`config.mk`:
```
export PLATFORM = sky130hd
export DESIGN_NAME = sdram_request_buffer
export DESIGN_NICKNAME = d
export VERILOG_FILES = /design/src/rtl/sdram_request_buffer.sv
export SDC_FILE = /design/constraint.sdc
export NUM_CORES = 1
export LEC_CHECK = 0
export CAP_MARGIN = 20
export CELL_PAD_IN_SITES_DETAIL_PLACEMENT = 0
export CELL_PAD_IN_SITES_GLOBAL_PLACEMENT = 1
export CORE_ASPECT_RATIO = 1.2
export CORE_MARGIN = 5
export CORE_UTILIZATION = 46
export CTS_CLUSTER_DIAMETER = 200
export DETAILED_ROUTE_END_ITERATION = 8
export PLACE_DENSITY_LB_ADDON = 0.12
export SYNTH_ARGS = -nofsm -noshare
export SYNTH_HDL_FRONTEND = slang
export SYNTH_SLANG_ARGS = --single-unit
```
`constraint.sdc`:
```
create_clock -name clk -period 2.6 [get_ports clk]
set_input_delay 0.52 -clock clk [delete_from_list [all_inputs] [get_ports clk]]
set_output_delay 0.52 -clock clk [all_outputs]
set_load 0.02 [all_outputs]
```
`src/rtl/sdram_request_buffer.sv`:
```
// Request FIFO between the CPU/GPU requester port and the SDRAM command sequencer.
// Issues one queued request at a time over valid/ready and returns read data on completion.
module sdram_request_buffer #(
   parameter int unsigned ADDR_W = 20,
   parameter int unsigned DATA_W = 16,
   parameter int unsigned DEPTH  = 4,
   parameter int unsigned PTR_W  = 2
) (
   input  logic              clk,
   input  logic              reset,
   input  logic [ADDR_W-1:0] sdram_buffer_addr_in,
   input  logic [DATA_W-1:0] sdram_buffer_data_in,
   input  logic              sdram_buffer_rw_in,
   input  logic              sdram_buffer_wrreq,
   output logic [DATA_W-1:0] data_output,
   output logic [ADDR_W-1:0] current_address,
   output logic              sdram_buffer_empty,
   output logic              sdram_buffer_full,
   output logic              overflow,
   output logic              ctrl_req_valid,
   input  logic              ctrl_req_ready,
   output logic [ADDR_W-1:0] ctrl_addr,
   output logic [DATA_W-1:0] ctrl_wdata,
   output logic              ctrl_rw,
   input  logic              ctrl_done,
   input  logic [DATA_W-1:0] ctrl_rdata
);

   typedef enum logic [1:0] {StIdle, StIssue, StWait} state_e;

   localparam logic [PTR_W:0] CntFull = (PTR_W + 1)'(DEPTH);
   localparam logic [PTR_W:0] CntOne  = (PTR_W + 1)'(1);
   localparam logic [PTR_W-1:0] PtrOne = PTR_W'(1);

   logic [ADDR_W-1:0] r_fifo_addr [DEPTH];
   logic [DATA_W-1:0] r_fifo_data [DEPTH];
   logic              r_fifo_rw   [DEPTH];

   state_e            r_state, w_state_d;
   logic [PTR_W-1:0]  r_wr_ptr, w_wr_ptr_d;
   logic [PTR_W-1:0]  r_rd_ptr, w_rd_ptr_d;
   logic [PTR_W:0]    r_count, w_count_d;
   logic              r_overflow, w_overflow_d;
   logic              r_ctrl_valid, w_ctrl_valid_d;
   logic [ADDR_W-1:0] r_ctrl_addr, w_ctrl_addr_d;
   logic [DATA_W-1:0] r_ctrl_wdata, w_ctrl_wdata_d;
   logic              r_ctrl_rw, w_ctrl_rw_d;
   logic [ADDR_W-1:0] r_lat_addr, w_lat_addr_d;
   logic              r_lat_rw, w_lat_rw_d;
   logic [DATA_W-1:0] r_data_out, w_data_out_d;
   logic [ADDR_W-1:0] r_cur_addr, w_cur_addr_d;

   logic w_full;
   logic w_push;
   logic w_pop;

   // Full is judged on the registered count, so a push while full is dropped even if a pop
   // happens on the same edge.
   assign w_full = (r_count == CntFull);
   assign w_push = sdram_buffer_wrreq && !w_full;
   assign w_pop  = (r_state == StIssue) && r_ctrl_valid && ctrl_req_ready;

   always_ff @(posedge clk) begin
      if (w_push) begin
         r_fifo_addr[r_wr_ptr] <= sdram_buffer_addr_in;
         r_fifo_data[r_wr_ptr] <= sdram_buffer_data_in;
         r_fifo_rw[r_wr_ptr]   <= sdram_buffer_rw_in;
      end
   end

   always_comb begin
      w_state_d      = r_state;
      w_wr_ptr_d     = r_wr_ptr;
      w_rd_ptr_d     = r_rd_ptr;
      w_count_d      = r_count;
      w_overflow_d   = r_overflow;
      w_ctrl_valid_d = r_ctrl_valid;
      w_ctrl_addr_d  = r_ctrl_addr;
      w_ctrl_wdata_d = r_ctrl_wdata;
      w_ctrl_rw_d    = r_ctrl_rw;
      w_lat_addr_d   = r_lat_addr;
      w_lat_rw_d     = r_lat_rw;
      w_data_out_d   = r_data_out;
      w_cur_addr_d   = r_cur_addr;

      if (sdram_buffer_wrreq && w_full) begin
         w_overflow_d = 1'b1;
      end
      if (w_push) begin
         w_wr_ptr_d = r_wr_ptr + PtrOne;
      end
      if (w_pop) begin
         w_rd_ptr_d = r_rd_ptr + PtrOne;
      end
      case ({w_push, w_pop})
         2'b10:   w_count_d = r_count + CntOne;
         2'b01:   w_count_d = r_count - CntOne;
         default: w_count_d = r_count;
      endcase

      unique case (r_state)
         StIdle: begin
            if (r_count != '0) begin
               w_ctrl_addr_d  = r_fifo_addr[r_rd_ptr];
               w_ctrl_wdata_d = r_fifo_data[r_rd_ptr];
               w_ctrl_rw_d    = r_fifo_rw[r_rd_ptr];
               w_ctrl_valid_d = 1'b1;
               w_state_d      = StIssue;
            end
         end
         StIssue: begin
            if (w_pop) begin
               w_ctrl_valid_d = 1'b0;
               w_lat_addr_d   = r_ctrl_addr;
               w_lat_rw_d     = r_ctrl_rw;
               w_state_d      = StWait;
            end
         end
         StWait: begin
            if (ctrl_done) begin
               w_cur_addr_d = r_lat_addr;
               if (!r_lat_rw) begin
                  w_data_out_d = ctrl_rdata;
               end
               w_state_d = StIdle;
            end
         end
         default: w_state_d = StIdle;
      endcase
   end

   always_ff @(posedge clk or negedge reset) begin
      if (!reset) begin
         r_state      <= StIdle;
         r_wr_ptr     <= '0;
         r_rd_ptr     <= '0;
         r_count      <= '0;
         r_overflow   <= 1'b0;
         r_ctrl_valid <= 1'b0;
         r_ctrl_addr  <= '0;
         r_ctrl_wdata <= '0;
         r_ctrl_rw    <= 1'b0;
         r_lat_addr   <= '0;
         r_lat_rw     <= 1'b0;
         r_data_out   <= '0;
         r_cur_addr   <= '0;
      end else begin
         r_state      <= w_state_d;
         r_wr_ptr     <= w_wr_ptr_d;
         r_rd_ptr     <= w_rd_ptr_d;
         r_count      <= w_count_d;
         r_overflow   <= w_overflow_d;
         r_ctrl_valid <= w_ctrl_valid_d;
         r_ctrl_addr  <= w_ctrl_addr_d;
         r_ctrl_wdata <= w_ctrl_wdata_d;
         r_ctrl_rw    <= w_ctrl_rw_d;
         r_lat_addr   <= w_lat_addr_d;
         r_lat_rw     <= w_lat_rw_d;
         r_data_out   <= w_data_out_d;
         r_cur_addr   <= w_cur_addr_d;
      end
   end

   assign sdram_buffer_full  = w_full;
   assign sdram_buffer_empty = (r_count == '0) && (r_state == StIdle);
   assign overflow           = r_overflow;
   assign ctrl_req_valid     = r_ctrl_valid;
   assign ctrl_addr          = r_ctrl_addr;
   assign ctrl_wdata         = r_ctrl_wdata;
   assign ctrl_rw            = r_ctrl_rw;
   assign data_output        = r_data_out;
   assign current_address    = r_cur_addr;

endmodule

```
Yosys cells after proc, flatten, opt, wreduce, memory -nomap -nowiden
Memories as Yosys holds them, arrays and structs flattened. A register that Yosys moved wholly into a read port is not among the register bits.
Index checks and enable logic that the tools add are counted.
{ "totals": {"reg_bits": 68, "ram_bits": 148, "input_bits": 58, "word_cells": 56, "n_memories": 3} }
{ "mem_list": {"columns": ["memory", "words", "width", "read_ports", "rd_clocked_by_memory_dff", "write_ports", "line", "text"], "rows": [
  ["r_fifo_addr", 4, 20, 1, 1, 1, "35", "logic [ADDR_W-1:0] r_fifo_addr [DEPTH];"],
  ["r_fifo_data", 4, 16, 1, 1, 1, "36", "logic [DATA_W-1:0] r_fifo_data [DEPTH];"],
  ["r_fifo_rw", 4, 1, 1, 1, 1, "37", "logic r_fifo_rw [DEPTH];"]
]} }
{ "op_classes": {"n_addsub": 4, "n_eq_ne": 8, "muxes": 10, "bitwise": 1, "reduce_logical": 20} }
{ "op_table": {"columns": ["operator", "count"], "rows": [
  ["AND reduction 3 bit", 3],
  ["2-to-1 mux 2 bit", 3],
  ["inequality test 2 bit (second input constant)", 3],
  ["one-hot mux 2 bit (3 select lines)", 1],
  ["one-hot mux 3 bit (2 select lines)", 1],
  ["AND reduction 2 bit", 3],
  ["logical AND 1 bit", 5],
  ["adder 2 x 1 -> 2 bit (second input constant)", 2],
  ["equality test 2 x 1 -> 1 bit (second input constant)", 2],
  ["equality test 2 bit (second input constant)", 2],
  ["logical NOT 1 bit", 4],
  ["2-to-1 mux 1 bit", 4],
  ["nonzero test 2 bit", 2],
  ["adder 3 x 1 -> 3 bit (second input constant)", 1],
  ["equality test 3 bit (second input constant)", 1],
  ["logical NOT 3 bit", 1],
  ["nonzero test 3 bit", 1],
  ["subtractor 3 x 1 -> 3 bit (second input constant)", 1],
  ["logical NOT 2 bit", 1],
  ["one-hot mux 1 bit (2 select lines)", 1],
  ["inverter 1 bit", 1]
]} }

Longest topological paths before layout
Gate-level depths: netlist of the first run.
{ "depth": {"word_depth": 5, "mapped_depth": 9} }

Worst setup path after synthesis of the first run
OpenSTA, ideal clock, no wires.
{ "synth_timing": {"kind": "register to register", "startpoint": "reg r_count[0]", "endpoint": "reg r_count[2]", "arrival_time_ns": 2.330, "required_time_ns": 2.521, "path_slack_ns": 0.191, "path_stages_with_launch": 10, "synth_period_minus_slack_ns": 2.409, "path_cell_list": "dfrtp_1 -> nor3b_1 -> nor2b_1 -> inv_1 -> ha_1 -> inv_1 -> fa_1 -> xor2_1 -> nor2_1 -> xor2_1"} }
{ "synth_between": {"elab_chain_len": 5, "word_cells_on_any_way": 9} }
{ "synth_lines": {"columns": ["element", "line", "text"], "rows": [
  ["from (decl)", "42", "logic [PTR_W:0] r_count, w_count_d;"],
  ["from (signal assigned)", "151", "r_count <= w_count_d;"],
  ["equality test 3 bit (*)", "59", "assign w_full = (r_count == CntFull);"],
  ["via sdram_buffer_full", "18", "output logic sdram_buffer_full,"],
  ["logical NOT 1 bit (*)", "60", "assign w_push = sdram_buffer_wrreq && !w_full;"],
  ["logical AND 1 bit (*)", "60", null],
  ["equality test 2 x 1 -> 1 bit or equality test 2 bit (tied branches)", "95", "case ({w_push, w_pop})"],
  ["one-hot mux 3 bit (2 select lines) or nonzero test 2 bit (tied branches)", null, null]
]} }
Mark *: on every way through the listed nets, which the timed path passes. The rest lies on a longest branch.
A chain may end at the register's enable or synchronous reset.

Worst setup path in the final report of the first run
{ "layout_timing": {"startpoint": "reg r_count[0]", "endpoint": "out sdram_buffer_full"} }
{ "layout_between": {"elab_chain_len": 1} }
{ "layout_lines": {"columns": ["element", "line"], "rows": [
  ["equality test 3 bit", "59"],
  ["to (decl)", "18"]
]} }
Every way passes these cells.

==> reports/summary.txt, run 1 <==
Filler cells: 1530
status: finished clean
reported max-cap violation count: 0
max frequency: 0.410 GHz
sequential share of the synthesized area: 75.3%
crit share post-route: 93.7%
FF-to-FF path depth: 9
pwr/cell area: 1250 nW/µm²
worst min path class: flip-flop to flip-flop
Worst slew margin: 64.6%
flops & latches, synth: 253
Remaining DRCs: 0
Worst-Margin Slew: 531 ps
Crit Path Category: flip-flop to output pin
pin count of the biggest net entering global routing: 52
Mapped Cells: 488
most frequent cells after synthesis: 148 x edfxtp_1, 105 x dfrtp_1, 74 x mux2_2, 67 x nand2_1, 37 x mux4_2
Mean Syn Cell Area: 19.2 µm²
total wire length: 17500 µm
full die area: 23400 µm²
Fin Setup TNS: 0 ps
drt wl/cell: 18.7 µm
CTS tree: done
distinct cell type count after synthesis: 28
# IOs: 135
Post-DP HPWL: 11500 µm
Hold Path Depth: 2
Post-synth EDFFs: 148
area grow syn2layout: 28.5%
CTS H-tree lvls: 1
Nets: 713
vias in the first global route: 5260
initial DRC count: 134
fin crit period: 2440 ps
die height: 167 µm
Pwr Total: 0.0151 W
Worst Path Required: 2080 ps
asr flop ratio synth: 41.5%
clock transition at the registers of the reported paths: 60 ps
top post-synthesis cells by area: edfxtp_1 47%, dfrtp_1 28%, mux2_2 8.9%, mux4_2 8.9%, nand2_1 2.7%
Initial DRT Pass Iterations: 4
leak pwr: 4.60 nW
CTS Sinks: 253
latest clock arrival within the worst-skew pair: 510 ps
YS warnings: 0
gr ovfl total: 0
area leader, netlist: edfxtp_1
most common cell in the netlist: edfxtp_1
RSZ-0062 raised after global routing: false
Top FF cell, synth: edfxtp_1
Yosys top cell area share: 47.3%
post-route ant nets: 0
core area: 20200 µm²
Worst Skew: 14.5 ps
Diodes inserted: 0
max-slew violation total from the final report: 0
Critical Path Slowest Stage Cell: clkdlybuf4s50_1
via count: 4672
IO buf count: 134
Worst Setup End Kind: output pin
setup violators final: 0
initial antenna violation count: 0
vias per cell: 5.01
number of buffers created by CTS: 25
global-route wire length before repair: 28300 µm
Clock Tree Buf Depth: 3
WP data arrival: 1920 ps
CP max stage delay: 670 ps
root buf cell: clkbuf_16
Setup Buffers After CTS: 0
top fanout value on the critical path: 4
Max VDD drop: 0.717 mV
Fin. Hold Viols: 0
All-Layer GR Usage: 15.2%
Mapped Area: 9390 µm²
Worst Setup Start Kind: flip-flop
Rows: 57
initial core utilization: 46.5%
area of the multi-input gates: 2190 µm²
syn nets: 552
crit-path cells: nor3b_2, clkdlybuf4s50_1
GPL Wtd Cong: 0.711
Chip Width: 140 µm
storage element area: 7070 µm²
layout cells sized above 1: 27.1%
-- path summary, 6_finish.rpt --
kind                                       endpoint  slack (ps)      startpoint
worst min register to register       r_lat_addr[18]         470  r_lat_addr[18]
worst max-delay path              sdram_buffer_full         160      r_count[0]
max in group asynchronous             ctrl_addr[14]        1350           reset
worst min-delay path                 r_lat_addr[18]         470  r_lat_addr[18]
min in group asynchronous       current_address[12]         540           reset
worst max register to register           r_count[2]         590      r_count[0]
-- metal layers --
layer	track usage, %	part of all wire [%]
met1	19.4	42
met2	26.6	51
met3	2.84	5.5
met4	4.38	1.6
met5	0	0
-- power by group --
part | internal [W] | leakage [nW] | switching (W)
Combinational | 0.00273 | 1.54 | 0.00242
Sequential | 0.00559 | 2.63 | 0.000638
Clock | 0.00224 | 0.425 | 0.00144
-- stage by stage --
step / setup slack [ps] / std cells / instance area [µm²] / utilization [%] / hold WS (ps)
6_report: 164 / 933 / 12100 / 59.8 / 467
5_1_grt: 104 / 933 / 12100 / 59.8 / 489
4_1_cts: 140 / 933 / 12100 / 59.8 / 475
3_5_place_dp: 228 / 886 / 11200 / 55.4 / 459
3_3_place_gp: 261 / 886 / 11200 / 55.4 / 443
2_1_floorplan: 191 / 488 / 9390 / - / 224
-- state kept, by name, summed over array words and instances (netlist names), 2 cells and up --
signal and count:
ctrl_addr 20, ctrl_wdata 16, current_address 20, data_output 16
r_count 3, r_fifo_addr 80, r_fifo_data 64, r_fifo_rw 4
r_lat_addr 20, r_rd_ptr 2, r_state 2, r_wr_ptr 2
-- layout by cell type (no fill, tap or decap), drive strengths merged, types with 2 or more instances in the layout --
| cell | instances |
|---|---|
| clkdlybuf4s50 | 132 |
| dfrtp | 105 |
| clkinvlp | 2 |
| nor2 | 4 |
| nand2 | 67 |
| and2 | 4 |
| xnor2 | 4 |
| clkinv | 8 |
| mux4 | 37 |
| edfxtp | 148 |
| ha | 5 |
| bufinv | 3 |
| xor2 | 2 |
| mux2 | 74 |
| buf | 19 |
| clkbuf | 32 |
| inv | 8 |
-- kinds of logic (layout without fill, tap and decap cells) --
logic type                 Yosys count  in the layout  share of synthesized area [%]
DFF                                253            253                           75.3
buffers and inverters               26            206                           1.55
adders and majority gates            6              6                          0.879
AOI/OAI and AO/OA                    3              3                          0.226
and+or+nand+nor                     82             82                           3.64
muxes                              112            112                           17.9
xor gates and xnor gates             6              6                          0.560
-- repair_timing --
action,in CTS,in global routing
endpoints found under the hold margin,31,0
gates resized for setup,2,0
hold buffers,1,0
setup endpoints to repair,2,0
-- critical path: cells and delay by family (launching register included) --
kind	cells	cell delay (ps)
buf+inv	1	670
flops	1	420
simple gates	1	320
-- layout make-up --
cell class,count,share of cell area (%)
sequential,253,58.6
multi-input combinational,209,18.1
timing repair buffer,153,13.1
clock buffer,32,5.91
tap,265,2.75
clock inverter,14,1.25
inverter,7,0.218
(Power assumes the default switching activity.)
==> inputs of run 2 (changes only) <==
--- a/config.mk
+++ b/config.mk
@@ -8,12 +8,13 @@
 export CAP_MARGIN = 20
 export CELL_PAD_IN_SITES_DETAIL_PLACEMENT = 0
 export CELL_PAD_IN_SITES_GLOBAL_PLACEMENT = 1
-export CORE_ASPECT_RATIO = 1.2
+export CORE_ASPECT_RATIO = 1.75
 export CORE_MARGIN = 5
 export CORE_UTILIZATION = 46
 export CTS_CLUSTER_DIAMETER = 200
 export DETAILED_ROUTE_END_ITERATION = 8
 export PLACE_DENSITY_LB_ADDON = 0.12
+export SETUP_SLACK_MARGIN = 0.5
 export SYNTH_ARGS = -nofsm -noshare
 export SYNTH_HDL_FRONTEND = slang
 export SYNTH_SLANG_ARGS = --single-unit
==> constraint.sdc (replaced) <==
create_clock -name clk -period 2.6 [get_ports clk]
set_input_delay 0.65 -clock clk [delete_from_list [all_inputs] [get_ports clk]]
set_output_delay 0.65 -clock clk [all_outputs]
set_load 0.02 [all_outputs]
==> run 2 against run 1 <==
Against the previous run: clock power shrank 1%; setup slack gained 180 ps; critical endpoint is now sdram_buffer_empty; utilization shrank 0.72 points; via count grew 1.1%.
==> reports/summary.txt, run 2 (synthesis results as in run 1) <==
most common cell after layout, fill and taps aside: edfxtp_1
Reg with most FFs: r_fifo_addr
fin crit period: 2250 ps
Worst Path Required: 1950 ps
core area: 20200 µm²
reg2reg setup slack: 620 ps
Worst Setup Start Kind: flip-flop
max FFs per register: 80
commonest cells after routing, fill and taps aside: 148 x edfxtp_1, 103 x dfrtp_1, 75 x dlygate4sd2_1, 74 x mux2_2, 66 x nand2_1
top fanout value on the critical path: 4
Regs by FF count: r_fifo_addr x80, r_fifo_data x64
reported max-cap violation count: 0
full die area: 23500 µm²
Fin Setup TNS: 0 ps
leak pwr: 4.72 nW
via count: 4724
number of buffers created by CTS: 24
CP max stage delay: 410 ps
RR Startpoint: r_count[1]
Hold-fix buffers, CTS: 0
Filler cells: 1603
layout cells sized above 1: 27.2%
Crit path buffers/inverters: 1
global-route wire length before repair: 29100 µm
Max VDD drop: 0.716 mV
latest clock arrival within the worst-skew pair: 510 ps
# IOs: 135
WP data arrival: 1600 ps
Chip Width: 118 µm
max frequency: 0.444 GHz
status: finished clean
initial core utilization: 46.5%
total wire length: 17700 µm
IO buf count: 134
Pwr Total: 0.0147 W
Worst slew margin: 69.6%
Initial DRT Pass Iterations: 4
die height: 199 µm
crit share post-route: 86.7%
area grow syn2layout: 27.1%
Post-DP HPWL: 11200 µm
root buf cell: clkbuf_16
reg2reg end: r_count[2]
Nets: 711
delay-heaviest family, CP: simple AND/OR/NAND/NOR gates
CTS tree: done
Worst Skew: 10.3 ps
CTS Sinks: 253
pwr/cell area: 1230 nW/µm²
Worst Setup End Kind: output pin
vias per cell: 5.17
Worst-Margin Slew: 456 ps
FF-to-FF path depth: 9
pin count of the biggest net entering global routing: 82
drt wl/cell: 19.4 µm
RSZ-0062 raised after global routing: true
vias in the first global route: 5286
post-route ant nets: 0
crit-path cells: or3_4, nor3_4, buf_6
initial DRC count: 260
gr ovfl total: 0
CTS H-tree lvls: 1
setup violators final: 0
Diodes inserted: 0
Rows: 69
clock transition at the registers of the reported paths: 60 ps
Clock Tree Buf Depth: 3
Critical Path Slowest Stage Cell: dfrtp_1
Fin. Hold Viols: 0
Remaining DRCs: 0
worst min path class: input pin to asynchronous set/reset pin
Crit Path Category: flip-flop to output pin
GPL Wtd Cong: 0.694
initial antenna violation count: 0
max-slew violation total from the final report: 0
All-Layer GR Usage: 15.4%
[run 2: final cells by class]
type                       instances  area [µm²]  share of cell area, %
clock buffer                      30         664                   5.57
clock inverter                    14         169                   1.42
inverter                           7        26.3                  0.220
multi-input combinational        209        2200                   18.5
sequential                       253        7080                   59.3
tap                              248         310                   2.60
timing repair buffer             152        1480                   12.4
[run 2: how the worst max path moves through the flow]
stage	from	end	slack, ps	cells after the start
6_report	r_count[0]	sdram_buffer_empty	350	3
3_5_place_dp	ctrl_req_ready	r_count[2]	40	9
5_1_grt	r_count[0]	sdram_buffer_empty	280	3
2_1_floorplan	ctrl_req_ready	r_count[2]	330	9
3_3_place_gp	ctrl_req_ready	r_count[2]	110	9
4_1_cts	r_count[0]	sdram_buffer_empty	300	3
[run 2: worst register-to-register path: stages (launching register included)]
cell	delay, ps
dfrtp_1	400
nor3b_2	310
nor2b_1	110
inv_1	70
ha_1	180
inv_1	70
fa_1	370
xor2_1	150
nor2_1	110
xor2_1	150
[run 2: repair_timing]
item                       4_1_cts  5_1_grt
buffers inserted                 3        1
cloned                           0        0
hold endpoints to repair         0        0
gates resized for setup         86        2
pin swaps                        1        0
setup endpoints to repair       77        3
[run 2: layer usage]
layer / global-route usage (%) / routed length (µm)
met1: 19.5 / 7340
met2: 27.5 / 9240
met3: 2.67 / 802
met4: 4.12 / 316
met5: 0 / 0
[run 2: stage by stage]
stage	area, µm²	worst slack, ps	hold WS [ps]	util, %	std cells
detailed placement	11100	40.3	456	55.2	865
CTS	11900	301	51.5	59.0	912
floorplan	9400	328	354	-	488
global placement	11100	110	441	55.2	865
global route	11900	276	75.0	59.1	913
finish	11900	346	48.7	59.1	913
[run 2: power breakdown]
group          internal, W  total (W)  switching (W)
Clock              0.00221    0.00363        0.00142
Sequential         0.00559    0.00620       0.000607
Combinational      0.00236    0.00483        0.00247
